--- src/rtl/mux21_defs.vh ---
// Shared state encodings for the mux21 arbiter, used by RTL and bench alike.
`ifndef MUX21_DEFS_VH
`define MUX21_DEFS_VH

`define MUX21_IDLE  2'd0
`define MUX21_GNT_A 2'd1
`define MUX21_GNT_B 2'd2

`endif

--- src/rtl/mux21_arbiter_pkg.sv ---
// Types and helpers shared by the mux21 arbiter and its data-path mux.
`include "mux21_defs.vh"

package mux21_arbiter_pkg;

  typedef enum logic [1:0] {
    IDLE  = `MUX21_IDLE,
    GNT_A = `MUX21_GNT_A,
    GNT_B = `MUX21_GNT_B
  } state_e;

  // Identifies the source that most recently gave up the output.
  typedef enum logic {
    SRV_A = 1'b0,
    SRV_B = 1'b1
  } srv_e;

  // Counter width able to hold 0..max_beats.
  function automatic int cnt_width(input int max_beats);
    return $clog2(max_beats + 1);
  endfunction

endpackage

--- src/rtl/mux21_w.sv ---
// Stateless width-parametrised 2:1 mux; sel=0 passes in0, sel=1 passes in1.
module mux21_w #(
  parameter int W = 9
) (
  input  logic         sel,
  input  logic [W-1:0] in0,
  input  logic [W-1:0] in1,
  output logic [W-1:0] out
);

  assign out = sel ? in1 : in0;

endmodule

--- src/rtl/mux21_arbiter.sv ---
// Two-source packet arbiter: round-robin on ties, beat-limited grants,
// zero-latency combinational output path selected by a registered sel.
`include "mux21_defs.vh"

module mux21_arbiter
  import mux21_arbiter_pkg::*;
#(
  parameter int DATA_W    = 8,
  parameter int MAX_BEATS = 16
) (
  input  logic              clk,
  input  logic              rst,
  input  logic              req_a,
  input  logic [DATA_W-1:0] data_a,
  input  logic              last_a,
  input  logic              req_b,
  input  logic [DATA_W-1:0] data_b,
  input  logic              last_b,
  input  logic              out_ready,
  output logic              out_valid,
  output logic [DATA_W-1:0] out_data,
  output logic              out_last,
  output logic              gnt_a,
  output logic              gnt_b,
  output logic              sel
);

  localparam int CNT_W = cnt_width(MAX_BEATS);
  localparam logic [CNT_W-1:0] CNT_LIMIT = CNT_W'(MAX_BEATS - 1);

  state_e           state_q;
  logic             sel_q;
  logic [CNT_W-1:0] beat_cnt_q;
  srv_e             last_srv_q;

  logic xfer;
  logic at_limit;

  assign gnt_a     = (state_q == GNT_A);
  assign gnt_b     = (state_q == GNT_B);
  assign sel       = sel_q;
  assign out_valid = (gnt_a & req_a) | (gnt_b & req_b);
  assign xfer      = out_valid & out_ready;
  assign at_limit  = (beat_cnt_q == CNT_LIMIT);

  // Arbitration FSM with beat counter, round-robin history and mux select.
  always_ff @(posedge clk or posedge rst) begin
    if (rst) begin
      state_q    <= IDLE;
      sel_q      <= 1'b0;
      beat_cnt_q <= '0;
      last_srv_q <= SRV_B;
    end else begin
      case (state_q)
        IDLE: begin
          // A wins when alone, or on a tie when B was served last.
          if (req_a && (!req_b || last_srv_q == SRV_B)) begin
            state_q    <= GNT_A;
            sel_q      <= 1'b0;
            beat_cnt_q <= '0;
          end else if (req_b) begin
            state_q    <= GNT_B;
            sel_q      <= 1'b1;
            beat_cnt_q <= '0;
          end
        end
        GNT_A: begin
          if (!req_a) begin
            // Abort: give up the output without counting a beat.
            state_q    <= IDLE;
            last_srv_q <= SRV_A;
          end else if (xfer) begin
            if (last_a || at_limit) begin
              last_srv_q <= SRV_A;
              beat_cnt_q <= '0;
              if (req_b) begin
                state_q <= GNT_B;
                sel_q   <= 1'b1;
              end else begin
                state_q <= IDLE;
              end
            end else begin
              beat_cnt_q <= beat_cnt_q + 1'b1;
            end
          end
        end
        GNT_B: begin
          if (!req_b) begin
            state_q    <= IDLE;
            last_srv_q <= SRV_B;
          end else if (xfer) begin
            if (last_b || at_limit) begin
              last_srv_q <= SRV_B;
              beat_cnt_q <= '0;
              if (req_a) begin
                state_q <= GNT_A;
                sel_q   <= 1'b0;
              end else begin
                state_q <= IDLE;
              end
            end else begin
              beat_cnt_q <= beat_cnt_q + 1'b1;
            end
          end
        end
        default: begin
          state_q <= IDLE;
        end
      endcase
    end
  end

  mux21_w #(
    .W (DATA_W + 1)
  ) u_mux (
    .sel (sel_q),
    .in0 ({last_a, data_a}),
    .in1 ({last_b, data_b}),
    .out ({out_last, out_data})
  );

endmodule

--- config.mk ---
export PLATFORM = sky130hd
export DESIGN_NAME = mux21_arbiter
export DESIGN_NICKNAME = d
export VERILOG_FILES = /design/src/rtl/mux21_arbiter_pkg.sv /design/src/rtl/mux21_w.sv /design/src/rtl/mux21_arbiter.sv
export VERILOG_INCLUDE_DIRS = /design/src /design/src/rtl
export SDC_FILE = /design/constraint.sdc
export NUM_CORES = 1
export LEC_CHECK = 0
export ABC_AREA = 1
export BUFFER_PORTS_ARGS = -buffer_cell sky130_fd_sc_hd__buf_4
export CAP_MARGIN = 20
export CORE_MARGIN = 4
export CORE_UTILIZATION = 47
export DETAILED_ROUTE_END_ITERATION = 10
export PLACE_DENSITY = 0.79
export SETUP_SLACK_MARGIN = 0.5
export SLEW_MARGIN = 20
export SYNTH_ARGS = -nofsm -noshare
export SYNTH_HDL_FRONTEND = slang
export SYNTH_HIERARCHICAL = 1
export SYNTH_SLANG_ARGS = --single-unit
--- constraint.sdc ---
create_clock -name clk -period 2.1 [get_ports clk]
set_clock_uncertainty 0.1 [all_clocks]
set_input_delay 0.42 -clock clk [delete_from_list [all_inputs] [get_ports clk]]
set_output_delay 0.42 -clock clk [all_outputs]
set_load 0.1 [all_outputs]
==> results.py, run 1 <==
metrics = {
    "synth": {
        "syn_avg_cell_area_um2": 6.12,
        "synth_seq_cells": 9,
        "netlist.area_leader.share": 0.274,
        "syn-num-nets": 168,
        "ys_seq_area_frac": 0.266,
        "synth_warnings": 6,
        "ys_async_sr_fraction": 1.00,
        "synth_common_cells": "62 x nand2_1, 17 x inv_1, 9 x nor2_1",
        "yosysMostFrequentCell": "nand2_1",
        "syn_area_um2": 851,
        "synth_cell_type_count": 22,
        "syn_inst": 139,
        "ys.flop_type": "dfrtp_1",
        "synth_area_leaders": "nand2_1 27%, dfrtp_1 24%, ha_1 8.8%",
        "yosys.area.top_type": "nand2_1",
        "synth_edf_count": 0,
    },
    "clock_network": {
        "cts_buffers": 3,
        "holdBufCountCts": 0,
        "cts-root-buf": "clkbuf_4",
        "cts_max_level": 1,
        "cts.sinks": 9,
        "cts.repair.resized": 69,
        "cts.path.max_buffers": 2,
        "postCtsSetupRepairBufs": 12,
    },
    "status": {
        "outcome": "did not finish",
        "firstError": "[ERROR DPL-0033] detailed placement checks failed during check placement.",
        "stop_stage": "clock tree synthesis (4_1_cts)",
    },
    "placement": {
        "portBuffers": 35,
        "routabilityCongestion": 0.878,
        "place_hpwl_um": 1820,
    },
    "die": {
        "start_util": 0.493,
        "die_h_um": 50.5,
        "io_pins": 36,
        "rows": 15,
        "die_x_um": 50.5,
    },
}
## kinds of logic after synthesis
| logic type | share of synthesized area |
|---|---|
| buffers and inverters | 0.110 |
| XOR/XNOR | 0.0103 |
| adder cells (fa/ha/maj) | 0.0882 |
| AND/OR/NAND/NOR | 0.438 |
| flip-flops | 0.266 |
| AO/OA/AOI/OAI | 0.0868 |
## stage by stage
step	area, µm²	cells	utilization	setup WS (ns)	hold slack (ns)
floorplan	1070	139	-	0.301	0.147
global placement	1350	197	0.784	0.398	0.299
detailed placement	1350	197	0.784	0.294	0.303
==> inputs of run 2 (changes only) <==
- CORE_AREA: not set -> 4 4 65 67
- CORE_MARGIN: 4 -> not set
- CORE_UTILIZATION: 47 -> not set
- DIE_AREA: not set -> 0 0 69 71
- PLACE_DENSITY: 0.79 -> not set
- PLACE_DENSITY_LB_ADDON: not set -> 0.15
- SETUP_SLACK_MARGIN: 0.5 -> not set
==> results.py, run 2 <==
metrics = {
    "status": {
        "outcome": "finished, final reports clean",
    },
    "sta": {
        "hold_viol": 0,
        "tightest_slew_ns": 0.371,
        "slew_violations": 0,
        "max_slew_margin": 0.752,
        "fin_hold_ws_ns": 0.0550,
        "fin_tns_setup_ns": 0,
        "fmax_mhz": 502,
        "setup_violations": 0,
        "final.setup.worst_slack_ns": 0.108,
        "grt_setup_unrepaired": "false",
        "fin_crit_ns": 1.99,
        "final.period_utilization": 0.948,
    },
    "die": {
        "design.core.area_mm2": 0.00363,
        "die-area_mm2": 0.00490,
        "die_h_um": 71,
        "start_util": 0.234,
        "die_x_um": 69,
        "io_pins": 36,
        "rows": 22,
    },
    "clock_network": {
        "cts_max_level": 1,
        "holdBufCountCts": 0,
        "tritoncts": "done",
        "cts.path.max_buffers": 2,
        "path_clk_slew_ns": 0.05,
        "postCtsSetupRepairBufs": 0,
        "cts.repair.resized": 0,
        "insertion_delay_ns": 0.24,
        "cts-root-buf": "clkbuf_8",
        "cts_buffers": 3,
        "cts.sinks": 9,
    },
    "placement": {
        "place_area_mm2": 0.00121,
        "place_hpwl_um": 1910,
        "routabilityCongestion": 0.834,
        "portBuffers": 35,
        "dp_slack_ns": 0.290,
    },
    "final_layout": {
        "final_cell_area_mm2": 0.00125,
        "layout_commonest_cell": "nand2_1",
        "final_cell_mix": "53 x nand2_1, 35 x buf_4, 17 x inv_1",
        "layout-drive-gt1-share": 0.358,
        "utilization": 0.345,
        "reg.largest.list": "beat_cnt_q x5, state_q x2",
        "largest_register_ffs": 5,
        "top_register": "beat_cnt_q",
        "nNetsFinal": 206,
        "area_growth_syn_to_layout_pct": 47.4,
        "antenna_cells": 0,
    },
    "route": {
        "drt_iter0_drc": 12,
        "drtAntennaViolNets": 0,
        "via_per_inst": 4.26,
        "vias": 954,
        "wl_per_cell_um": 10.3,
        "drc_errors": 0,
        "routed_wl_um": 2300,
        "first_pass_iters": 4,
    },
    "critical_path": {
        "worst_ep_required_time_ns": 1.58,
        "timing.rr.start": "beat_cnt_q[0]$_DFFE_PP0P_",
        "path_max_fanout": 7,
        "crit_arrival_ns": 1.47,
        "rrSetupSlack_ns": 0.27,
        "reg2regPathDepth": 11,
        "worst_setup_path_start_kind": "flip-flop",
        "crit_type": "reg -> out",
        "reg2reg_to": "beat_cnt_q[3]$_DFFE_PP0P_",
        "crit_path_end_kind": "output port",
    },
    "synth": {
        "ys_seq_area_frac": 0.266,
        "synth_compound_area_frac": 0.0868,
        "synth_area_leaders": "nand2_1 27%, dfrtp_1 24%, ha_1 8.8%",
        "synthAdderAreaFrac": 0.0882,
        "yosys.area.top_type": "nand2_1",
        "syn_inst": 139,
        "synth_common_cells": "62 x nand2_1, 17 x inv_1, 9 x nor2_1",
        "synth-simple-area-share": 0.438,
        "syn_avg_cell_area_um2": 6.12,
        "ys_async_sr_fraction": 1.00,
        "synth_warnings": 6,
        "synth_seq_cells": 9,
        "ys.flop_type": "dfrtp_1",
        "netlist.area_leader.share": 0.274,
        "synthXorXnorAreaFrac": 0.0103,
        "yosysMostFrequentCell": "nand2_1",
        "synth_top_family_by_area": "simple AND/OR/NAND/NOR gates",
        "syn_area_um2": 851,
        "synth_cell_type_count": 22,
        "yosys-mux-area-fraction": 0,
        "syn-num-nets": 168,
        "synth_edf_count": 0,
    },
    "global_route": {
        "gr-total-overflow": 0,
        "grt_usage": 0.0982,
        "grt_max_degree": 14,
        "grt_pass1_vias": 929,
        "grt_pass1_wl_um": 4000,
        "antenna_found_initial": 0,
    },
    "power_and_ir_drop": {
        "seqPwrFrac": 0.137,
        "p_switching_uw": 1380,
        "pwr_density_cell_mw_per_mm2": 1710,
        "ir_worst_vdd_mv": 0.562,
        "switching_share": 0.645,
        "p_leak_uw": 0.000677,
        "power_frac_clock": 0.096,
        "intPower_uw": 760,
        "share_comb_of_total_power": 0.767,
    },
    "hold_path": {
        "hp-class": "in -> async",
    },
    "run": {
        "drv_cap": 0,
    },
}
-- run 2: final cells by class --
type                       instances  area (µm²)
fill                             408        2380
multi-input combinational        107         578
timing repair buffer              35         263
sequential                         9         228
inverter                          21        78.8
tap                               48        60.1
clock buffer                       3        41.3
clock inverter                     1        5.00
-- run 2: how the worst max path moves through the flow --
stage                               from                   endpoint  slack (ns)  depth (start not counted)
4_1_cts           state_q[0]$_DFFE_PP0P_                  out_valid        0.09                          5
3_5_place_dp   beat_cnt_q[0]$_DFFE_PP0P_  beat_cnt_q[3]$_DFFE_PP0P_        0.29                         11
2_1_floorplan     state_q[0]$_DFFE_PP0P_            sel$_DFFE_PP0P_        0.02                         11
6_report          state_q[0]$_DFFE_PP0P_                  out_valid        0.11                          5
3_3_place_gp      state_q[0]$_DFFE_PP0P_                  out_valid        0.37                          5
5_1_grt        beat_cnt_q[0]$_DFFE_PP0P_  beat_cnt_q[3]$_DFFE_PP0P_        0.01                         11
-- run 2: routing by layer --
layer  up-vias  global-route usage  wire [µm]
li1        499                   -          -
met2        39               0.162        989
met3         4              0.0469        242
met1       412               0.112       1040
met5         -                   0          0
met4         0              0.0325         26
-- run 2: kinds of logic (layout without fill, tap and decap cells) --
kind of cell,Yosys count,in the layout
buffers and inverters,23,60
XOR/XNOR,1,1
adder cells (fa/ha/maj),6,6
flip-flops,9,9
AND/OR/NAND/NOR,87,87
AO/OA/AOI/OAI,13,13
-- run 2: power groups by stage --
stage                     logic (µW)  registers, µW  clock network (µW)
after floorplan                 1330            326                   0
after detailed placement        1660            300                   0
after global routing            1770            304                 221
final                           1640            294                 206
after global placement          1650            296                   0
after CTS                       1660            297                 213
-- run 2: worst max-delay path: stages, from the launching register on --
cell     delay (ns)
dfrtp_1        0.43
inv_1          0.15
ha_4           0.21
nand2_2        0.08
nand2_2        0.07
buf_4          0.29
-- run 2: per-stage QoR --
step                std cells  total power (µW)
floorplan                 139              1660
global placement          220              1950
detailed placement        220              1960
CTS                       224              2170
global route              224              2290
finish                    224              2140
No activity file was read; power rests on OpenSTA's default activity.
==> inputs of run 3 (changes only) <==
- SYNTH_HIERARCHICAL: 1 -> not set
==> results.py, run 3 <==
metrics = {
    "global_route": {
        "grt_max_degree": 13,
        "antenna_found_initial": 0,
        "gr-total-overflow": 0,
        "grt_pass1_vias": 860,
        "globalRouteMet1Util": 0.101,
        "grt_usage": 0.0970,
        "met3_usage": 0.0597,
        "use_met2": 0.162,
        "grt_pass1_wl_um": 3860,
        "busiest_layer": "met2",
    },
    "placement": {
        "dp_slack_ns": 0.244,
        "place_hpwl_um": 1850,
        "routabilityCongestion": 0.831,
        "portBuffers": 35,
    },
    "sta": {
        "fin_tns_setup_ns": 0,
        "setup_violations": 0,
        "final.period_utilization": 0.931,
        "hold_viol": 0,
        "max_slew_margin": 0.754,
        "slew_violations": 0,
        "fmax_mhz": 512,
        "grt_setup_unrepaired": "false",
        "fin_crit_ns": 1.95,
        "tightest_slew_ns": 0.369,
        "final.setup.worst_slack_ns": 0.146,
    },
    "critical_path": {
        "timing.rr.start": "beat_cnt_q[0]$_DFFE_PP0P_",
        "critical_path_buf_inv_count": 2,
        "crit_start": "state_q[0]$_DFFE_PP0P_",
        "crit_arrival_ns": 1.43,
        "crit_type": "reg -> out",
        "worst_ep_required_time_ns": 1.58,
        "path_max_fanout": 5,
        "crit_path_end_kind": "output port",
        "crit_top_cell": "nand2_2",
        "slowest_stage": "dfrtp_1",
        "crit_path_cell_trace": "inv_1 > ha_4 > nand2_2 > nand2_2 > buf_4",
        "slowest_delay_ns": 0.43,
        "worst_setup_path_start_kind": "flip-flop",
        "crit_family": "flip-flops",
    },
    "clock_network": {
        "tritoncts": "done",
        "cts.sinks": 9,
        "holdBufCountCts": 0,
        "cts.path.max_buffers": 2,
        "cts-root-buf": "clkbuf_8",
        "cts_max_level": 1,
        "path_clk_slew_ns": 0.05,
        "insertion_delay_ns": 0.23,
        "cts_buffers": 3,
    },
    "synth": {
        "ys_seq_area_frac": 0.269,
        "ys_async_sr_fraction": 1.00,
        "syn_inst": 118,
        "synth_edf_count": 0,
        "synth_warnings": 0,
        "syn-num-nets": 147,
        "ys.flop_type": "dfrtp_1",
        "yosys.area.top_type": "dfrtp_1",
        "synth_area_leaders": "dfrtp_1 24%, nand2_1 16%, mux2_2 12%",
        "netlist.area_leader.share": 0.237,
        "synth_seq_cells": 9,
        "yosysMostFrequentCell": "nand2_1",
        "syn_avg_cell_area_um2": 7.15,
        "synth_common_cells": "35 x nand2_1, 20 x inv_1, 9 x mux2_2",
        "synth_cell_type_count": 22,
        "syn_area_um2": 843,
    },
    "route": {
        "routed_wl_um": 2300,
        "drc_errors": 0,
        "via_per_inst": 4.39,
        "wl_per_cell_um": 11.3,
        "drtAntennaViolNets": 0,
        "vias": 891,
        "first_pass_iters": 4,
        "drt_iter0_drc": 25,
    },
    "final_layout": {
        "layout_commonest_cell": "buf_4",
        "multi_input_area_um2": 561,
        "layout-drive-gt1-share": 0.387,
        "final_cell_mix": "35 x buf_4, 34 x nand2_1, 20 x inv_1",
        "area_growth_syn_to_layout_pct": 46.1,
        "top_register": "beat_cnt_q",
        "reg.largest.list": "beat_cnt_q x5, state_q x2",
        "nFillCells": 390,
        "antenna_cells": 0,
        "nNetsFinal": 185,
        "largest_register_ffs": 5,
        "regArea_um2": 228,
    },
    "power_and_ir_drop": {
        "ir_worst_vdd_mv": 0.693,
        "p_total_uw": 1970,
        "p_leak_uw": 0.000630,
        "pwr_density_cell_mw_per_mm2": 1600,
    },
    "die": {
        "start_util": 0.232,
        "design.core.area_mm2": 0.00363,
        "io_pins": 36,
        "die_h_um": 71,
        "die_x_um": 69,
        "die-area_mm2": 0.00490,
        "rows": 22,
    },
    "status": {
        "outcome": "finished, final reports clean",
    },
    "run": {
        "drv_cap": 0,
    },
    "hold_path": {
        "hp-class": "in -> async",
    },
}
-- run 3: cell count changes after synthesis, moves of 3 or more --
cell,previous run,this run
mux2_2,0,9
nand2_1,62,35
inv_1,17,20
inv_2,3,0
-- run 3: routing by layer --
layer | routed length, µm | share of wire
met3 | 273 | 0.12
met1 | 918 | 0.40
met2 | 1060 | 0.46
met5 | 0 | 0
met4 | 43 | 0.019
-- run 3: stage by stage --
| stage | cells | hold WS [ns] | instance area (µm²) | util |
|---|---|---|---|---|
| global route | 203 | 0.0888 | 1230 | 0.339 |
| global placement | 199 | 0.325 | 1180 | 0.326 |
| finish | 203 | 0.0561 | 1230 | 0.339 |
| CTS | 203 | 0.0652 | 1230 | 0.338 |
| detailed placement | 199 | 0.318 | 1180 | 0.326 |
| floorplan | 118 | 0.147 | 870 | - |
-- run 3: path summary, 6_finish.rpt --
path,endpoint,slack (ns),cells past startpoint
min in group clk,last_srv_q$_DFFE_PP1P_,0.39,2
hold reg to reg,last_srv_q$_DFFE_PP1P_,0.39,2
max in group asynchronous,last_srv_q$_DFFE_PP1P_,1.54,2
hold / removal,beat_cnt_q[0]$_DFFE_PP0P_,0.06,2
setup reg to reg,beat_cnt_q[3]$_DFFE_PP0P_,0.26,11
setup / recovery,out_valid,0.15,5
-- run 3: what timing repair did --
action	CTS	global route
setup buffers	0	0
hold endpoints to repair	0	0
gates resized for setup	0	1
setup endpoints to repair	0	1
-- run 3: power by group --
group	internal [µW]	switching [µW]	total, µW
combinational	401	1070	1470
sequential	225	71.7	296
clock	130	71.3	201
total	755	1210	1970
-- run 3: final cells by class --
type                       count  area share
clock buffer                   3      0.0335
inverter                      20      0.0609
timing repair buffer          35       0.213
multi-input combinational     87       0.455
tap                           48      0.0487
clock inverter                 1     0.00406
sequential                     9       0.185
-- run 3: cells by family (layout without fill, tap and decap cells) --
kind of cell,after synthesis,in the layout,synth area share
buffers and inverters,22,59,0.0994
multiplexers,9,9,0.120
AND/OR/NAND/NOR,58,58,0.318
flip-flops,9,9,0.269
AO/OA/AOI/OAI,13,13,0.0950
adder cells (fa/ha/maj),6,6,0.0890
XOR/XNOR,1,1,0.0104
-- run 3: worst reg2reg max path: cells and delay by family, from the launching register on --
| kind | cells | cell delay, ns |
|---|---|---|
| adder cells (fa/ha/maj) | 2 | 0.40 |
| flip-flops | 1 | 0.40 |
| AND/OR/NAND/NOR | 9 | 0.88 |
